`src/rtl/regfile_pkg.sv`:
```
// Shared definitions for the register-file write path.
// Holds the register-file geometry, the hard-wired zero register index,
// and the write-back entry type used by the write queue and the
// write-back stage.
package regfile_pkg;

  localparam int ADDR_W = 5;
  localparam int DATA_W = 32;

  // Register 0 is hard-wired to zero; writes to it are dropped.
  localparam logic [ADDR_W-1:0] REG_ZERO = '0;

  typedef struct packed {
    logic [ADDR_W-1:0] addr;
    logic [DATA_W-1:0] data;
  } wb_entry_t;

endpackage

```
`src/rtl/regfile_write_queue_lookup.sv`:
```
// wq_lookup: combinational youngest-match search over the write queue.
// Ports:
//   addr   - lookup register index (index 0 never hits)
//   head   - queue head pointer; age order runs from head towards tail
//   addrs  - per-slot register index
//   datas  - per-slot write data
//   valid  - per-slot valid mask
//   hit    - some valid slot holds addr
//   data   - value of the youngest matching slot, 0 on miss
module wq_lookup #(
  parameter int DEPTH  = 4,
  parameter int ADDR_W = regfile_pkg::ADDR_W,
  parameter int DATA_W = regfile_pkg::DATA_W,
  parameter int PTR_W  = $clog2(DEPTH)
) (
  input  logic [ADDR_W-1:0]             addr,
  input  logic [PTR_W-1:0]              head,
  input  logic [DEPTH-1:0][ADDR_W-1:0]  addrs,
  input  logic [DEPTH-1:0][DATA_W-1:0]  datas,
  input  logic [DEPTH-1:0]              valid,
  output logic                          hit,
  output logic [DATA_W-1:0]             data
);
  import regfile_pkg::REG_ZERO;

  logic [PTR_W-1:0] idx;

  // Walk oldest to youngest; a later match overwrites an earlier one,
  // so the entry nearest the tail wins.
  always_comb begin
    hit  = 1'b0;
    data = '0;
    idx  = head;
    for (int i = 0; i < DEPTH; i++) begin
      idx = head + PTR_W'(i);
      if (valid[idx] && (addrs[idx] == addr) && (addr != REG_ZERO)) begin
        hit  = 1'b1;
        data = datas[idx];
      end
    end
  end

endmodule

```
`src/rtl/regfile_write_queue.sv`:
```
// regfile_write_queue: in-order write-back buffer in front of the
// register-file write port, with two forwarding lookups.
// Ports:
//   clk, rst            - clock, async active-high reset
//   in_valid/in_ready   - write-back request handshake
//   in_addr, in_data    - request register index and value
//   wr_stall            - register-file write port busy this cycle
//   wr_en/addr/data     - register-file write port (RegWrite etc.)
//   lk_addr1/2          - forwarding lookup indices
//   lk_hit1/2, data1/2  - forwarding results (youngest queued match)
//   count, empty        - occupancy
module regfile_write_queue #(
  parameter int DEPTH  = 4,
  parameter int DATA_W = regfile_pkg::DATA_W,
  parameter int ADDR_W = regfile_pkg::ADDR_W,
  localparam int PTR_W = $clog2(DEPTH),
  localparam int CNT_W = $clog2(DEPTH) + 1
) (
  input  logic              clk,
  input  logic              rst,
  input  logic              in_valid,
  output logic              in_ready,
  input  logic [ADDR_W-1:0] in_addr,
  input  logic [DATA_W-1:0] in_data,
  input  logic              wr_stall,
  output logic              wr_en,
  output logic [ADDR_W-1:0] wr_addr,
  output logic [DATA_W-1:0] wr_data,
  input  logic [ADDR_W-1:0] lk_addr1,
  input  logic [ADDR_W-1:0] lk_addr2,
  output logic              lk_hit1,
  output logic              lk_hit2,
  output logic [DATA_W-1:0] lk_data1,
  output logic [DATA_W-1:0] lk_data2,
  output logic [CNT_W-1:0]  count,
  output logic              empty
);
  import regfile_pkg::wb_entry_t;
  import regfile_pkg::REG_ZERO;

  localparam logic [CNT_W-1:0] FULL = CNT_W'(DEPTH);

  wb_entry_t [DEPTH-1:0]        mem_q;
  logic [DEPTH-1:0]             valid_q;
  logic [PTR_W-1:0]             head_q;
  logic [PTR_W-1:0]             tail_q;
  logic [CNT_W-1:0]             count_q;

  logic                         push;
  logic                         pop;
  wb_entry_t                    head_entry;
  logic [DEPTH-1:0][ADDR_W-1:0] slot_addrs;
  logic [DEPTH-1:0][DATA_W-1:0] slot_datas;

  assign count    = count_q;
  assign empty    = (count_q == '0);
  assign in_ready = (count_q < FULL);

  // Writes to register 0 complete the handshake but never occupy a slot.
  assign push = in_valid && in_ready && (in_addr != REG_ZERO);
  assign pop  = !empty && !wr_stall;

  assign head_entry = mem_q[head_q];
  assign wr_en   = pop;
  assign wr_addr = empty ? '0 : head_entry.addr;
  assign wr_data = empty ? '0 : head_entry.data;

  always_ff @(posedge clk or posedge rst) begin
    if (rst) begin
      mem_q   <= '0;
      valid_q <= '0;
      head_q  <= '0;
      tail_q  <= '0;
      count_q <= '0;
    end else begin
      // Push and pop never target the same slot: a push needs count < DEPTH
      // and a pop needs count > 0, so tail != head whenever both fire.
      if (push) begin
        mem_q[tail_q]   <= '{addr: in_addr, data: in_data};
        valid_q[tail_q] <= 1'b1;
        tail_q          <= tail_q + PTR_W'(1);
      end
      if (pop) begin
        valid_q[head_q] <= 1'b0;
        head_q          <= head_q + PTR_W'(1);
      end
      case ({push, pop})
        2'b10:   count_q <= count_q + CNT_W'(1);
        2'b01:   count_q <= count_q - CNT_W'(1);
        default: count_q <= count_q;
      endcase
    end
  end

  always_comb begin
    slot_addrs = '0;
    slot_datas = '0;
    for (int i = 0; i < DEPTH; i++) begin
      slot_addrs[i] = mem_q[i].addr;
      slot_datas[i] = mem_q[i].data;
    end
  end

  wq_lookup #(
    .DEPTH (DEPTH),
    .ADDR_W(ADDR_W),
    .DATA_W(DATA_W)
  ) u_lookup1 (
    .addr (lk_addr1),
    .head (head_q),
    .addrs(slot_addrs),
    .datas(slot_datas),
    .valid(valid_q),
    .hit  (lk_hit1),
    .data (lk_data1)
  );

  wq_lookup #(
    .DEPTH (DEPTH),
    .ADDR_W(ADDR_W),
    .DATA_W(DATA_W)
  ) u_lookup2 (
    .addr (lk_addr2),
    .head (head_q),
    .addrs(slot_addrs),
    .datas(slot_datas),
    .valid(valid_q),
    .hit  (lk_hit2),
    .data (lk_data2)
  );

endmodule

```
`config.mk`:
```
export PLATFORM = sky130hd
export DESIGN_NAME = regfile_write_queue
export DESIGN_NICKNAME = d
export VERILOG_FILES = /design/src/rtl/regfile_pkg.sv /design/src/rtl/regfile_write_queue_lookup.sv /design/src/rtl/regfile_write_queue.sv
export SDC_FILE = /design/constraint.sdc
export NUM_CORES = 1
export LEC_CHECK = 0
export CORE_ASPECT_RATIO = 0.9
export CORE_MARGIN = 3
export CORE_UTILIZATION = 60
export CTS_CLUSTER_SIZE = 10
export DETAILED_ROUTE_END_ITERATION = 6
export MAX_ROUTING_LAYER = met4
export PLACE_DENSITY = 0.91
export SYNTH_ARGS = -nofsm -noshare
export SYNTH_HDL_FRONTEND = slang
export SYNTH_SLANG_ARGS = --single-unit
export TNS_END_PERCENT = 1
```
`constraint.sdc`:
```
create_clock -name clk -period 8.8 [get_ports clk]
set_input_delay 1.76 -clock clk [delete_from_list [all_inputs] [get_ports clk]]
set_output_delay 1.76 -clock clk [all_outputs]
set_load 0.005 [all_outputs]
```
==> results.md <==
* Outcome: complete, no violations
* Tmin final at 7110 ps
* Root buffer cell: clkbuf_16
* Tcrit/Tclk final at 80.8%
* Primary FF master, synth: dfrtp_1
* Critical path's slowest cell: and2_1
* Post-synth cell types at 48
* DRT Pass-1 Iters at 6
* Fin Setup TNS at 0 ps
* Gr usage total at 32.9%
* Pleak at 0.00561 uW
* R2R setup slack at 6360 ps
* I/O Pins at 160
* Vias per cell at 7.37
* Hold Crit Class: flop to flop
* DR WL met2 at 17000 um
* CTS sink count at 159
* Critical Path Start: lk_addr2[3]
* Max Slew Vio Count at 0
* FF+latch count, synth at 159
* Clk Latency, worst-skew pair at 440 ps
* Rows at 49
* Total number of vias at 10555
* Post-CTS Resized at 0
* Number of cells on the critical path at 9
* CP Data Required Time at 7040 ps
* Crit-path most repeated cell: clkdlybuf4s50_1
* Max-slew headroom at 26.4%
* Top layer reached by signal wires: met4
* Clk pin slew, worst setup/hold paths at 60 ps
* Iter 0 DRT Violations at 1243
* Post-synthesis instance total at 1056
* Die Y at 144 um
* Horiz. Die Dim at 159 um
* Reg2Reg Launch Point: count[0]
* Area Overhead vs Synth at 17.6%
* Setup WS post-layout at 1690 ps
* Total CTS buffers at 17
* Gr ovfl total at 0
* Critical Path Max Stage Delay at 840 ps
* Nets at 1199
* Post-CTS Setup Repair Bufs at 0
* CP Capture Type: output pin
* Final Hold Fails at 0
* First-pass GRT wire length at 57800 um
* Largest net degree at the start of global routing at 92
* DRC Markers at 0
* Dpl ws at 1780 ps
* Endpoints failing setup at 0
* WS Path Type: primary input to output pin
* Register area share after synthesis at 31.5%
* Vias in the first global route at 10649
* DPL Wire Length at 22500 um
* Syn Area/Cell at 12.0 sq um
* Commonest cells after routing, fill and taps aside: clkdlybuf4s50_1, dfrtp_1, mux4_2, mux2_2, nor2_1
* Worst slew pin tran at 1100 ps
* Port Buffers at 159
* Crit-path max FO at 18
* RD Place Congestion at 0.932
* Initial antenna violation count at 1
* Die area at 22900 sq um
* Met3 Wirelength at 4690 um
* Antenna-violating nets left at 0
* Max clock buf depth at 2
* EDFF count, synth at 0
* Max cap viols at 0
* RSZ-0062 raised after global routing: false
* Syn Nets at 1117
* Max H-tree Level at 4
* Cell Pwr Density at 461 nW/um^2
* Hold WS at 553 ps
* CTS tree: yes
* Initial Util at 62.1%
* YS warnings at 0
* Peak Freq at 141 MHz
* Worst Skew at 7.35 ps
* # fillers at 1288
* Maximum VDD drop at 0.274 mV
* Layout cells sized above 1 at 32.1%
* Setup crit end: lk_data2[2]
* Crit path launch type: primary input
* Core area at 20400 sq um
* Cell chain of the critical path: clkdlybuf4s50_1 -> nor4_1 -> or3_1 -> a21oi_1 -> and2_1 -> buf_4 -> a221oi_1 -> o31ai_1 -> clkdlybuf4s50_1
* Count of buffer and inverter cells on the critical path at 3
* CP top delay family: buffers and inverters
* # hold bufs at CTS at 0
* Reg-to-reg critical path endpoint: count[2]
* Commonest non-fill, non-tap cell in the layout: clkdlybuf4s50_1
* Total Wirelength at 36200 um
* Arrival time of the worst setup path at 5350 ps
* Async set-reset flop share out of synthesis at 100%
* Hold Startpoint: count[0]
* WL/cell at 25.3 um
* Worst-case reg-to-reg path depth at 9
* Mapped cell area at 12600 sq um
* Wl on met1 at 13100 um
==> kinds of logic after synthesis <==
kind of cell	Yosys count	synth area share (%)
xor+xnor	43	2.98
fa+ha+maj	10	1.05
mux	302	40.3
compound gates	202	11.1
buf+inv	129	4.69
flops	159	31.5
simple gates	211	8.41
==> stage by stage <==
stage	util [%]	area, sq um	power, uW	cells
floorplan	-	12600	4630	1056
detailed placement	70.2	14300	6000	1399
global route	73.1	14900	7220	1432
global placement	70.2	14300	5810	1399
CTS	73.1	14900	6790	1431
finish	73.1	14900	6850	1432
==> worst min-delay path by stage <==
| stage | to | cells after the start |
|---|---|---|
| 2_1_floorplan | count[0] | 1 |
| 3_3_place_gp | count[0] | 1 |
| 3_5_place_dp | count[0] | 1 |
| 4_1_cts | count[0] | 1 |
| 5_1_grt | count[0] | 1 |
| 6_report | count[0] | 1 |
==> final cells by class <==
class / count / area (sq um) / share of cell area (%)
multi-input cells: 768 / 8160 / 54.8
flip-flops and latches: 159 / 3990 / 26.8
repair buffers: 177 / 1730 / 11.6
clock buffers: 19 / 453 / 3.04
well taps: 280 / 350 / 2.35
clock inverters: 13 / 138 / 0.925
inverters: 15 / 61.3 / 0.412
diodes: 1 / 2.50 / 0.0168
==> sequential cells by signal, indices dropped and copies added, names as in the netlist <==
signal and cells:
mem_q 148, valid_q 4, count 3, head_q 2, tail_q 2
==> layer usage <==
| layer | track usage [%] | up-vias |
|---|---|---|
| met2 | 50.3 | 893 |
| li1 | - | 4285 |
| met4 | 15.3 | 0 |
| met5 | - | - |
| met3 | 8.21 | 161 |
| met1 | 42.0 | 5216 |
==> power breakdown <==
group | switching, uW | leakage (uW) | internal [uW] | total (uW)
Sequential | 494 | 0.00191 | 1110 | 1600
Combinational | 1990 | 0.00341 | 2520 | 4510
Clock | 311 | 0.000286 | 433 | 744
Total | 2790 | 0.00561 | 4060 | 6850
==> Yosys cell counts, types with 31 or more instances <==
library cell / count / area share, %
nor2b_1: 36 / 1.8
nor2_1: 67 / 2.0
dfrtp_1: 159 / 31
mux4_2: 151 / 27
and3_1: 31 / 1.5
a21oi_1: 60 / 2.4
a221oi_1: 33 / 2.3
xnor2_1: 38 / 2.6
mux2_2: 149 / 13
clkbuf_1: 51 / 1.5
nand2_1: 41 / 1.2
buf_2: 42 / 1.7
(Power assumes the default switching activity.)
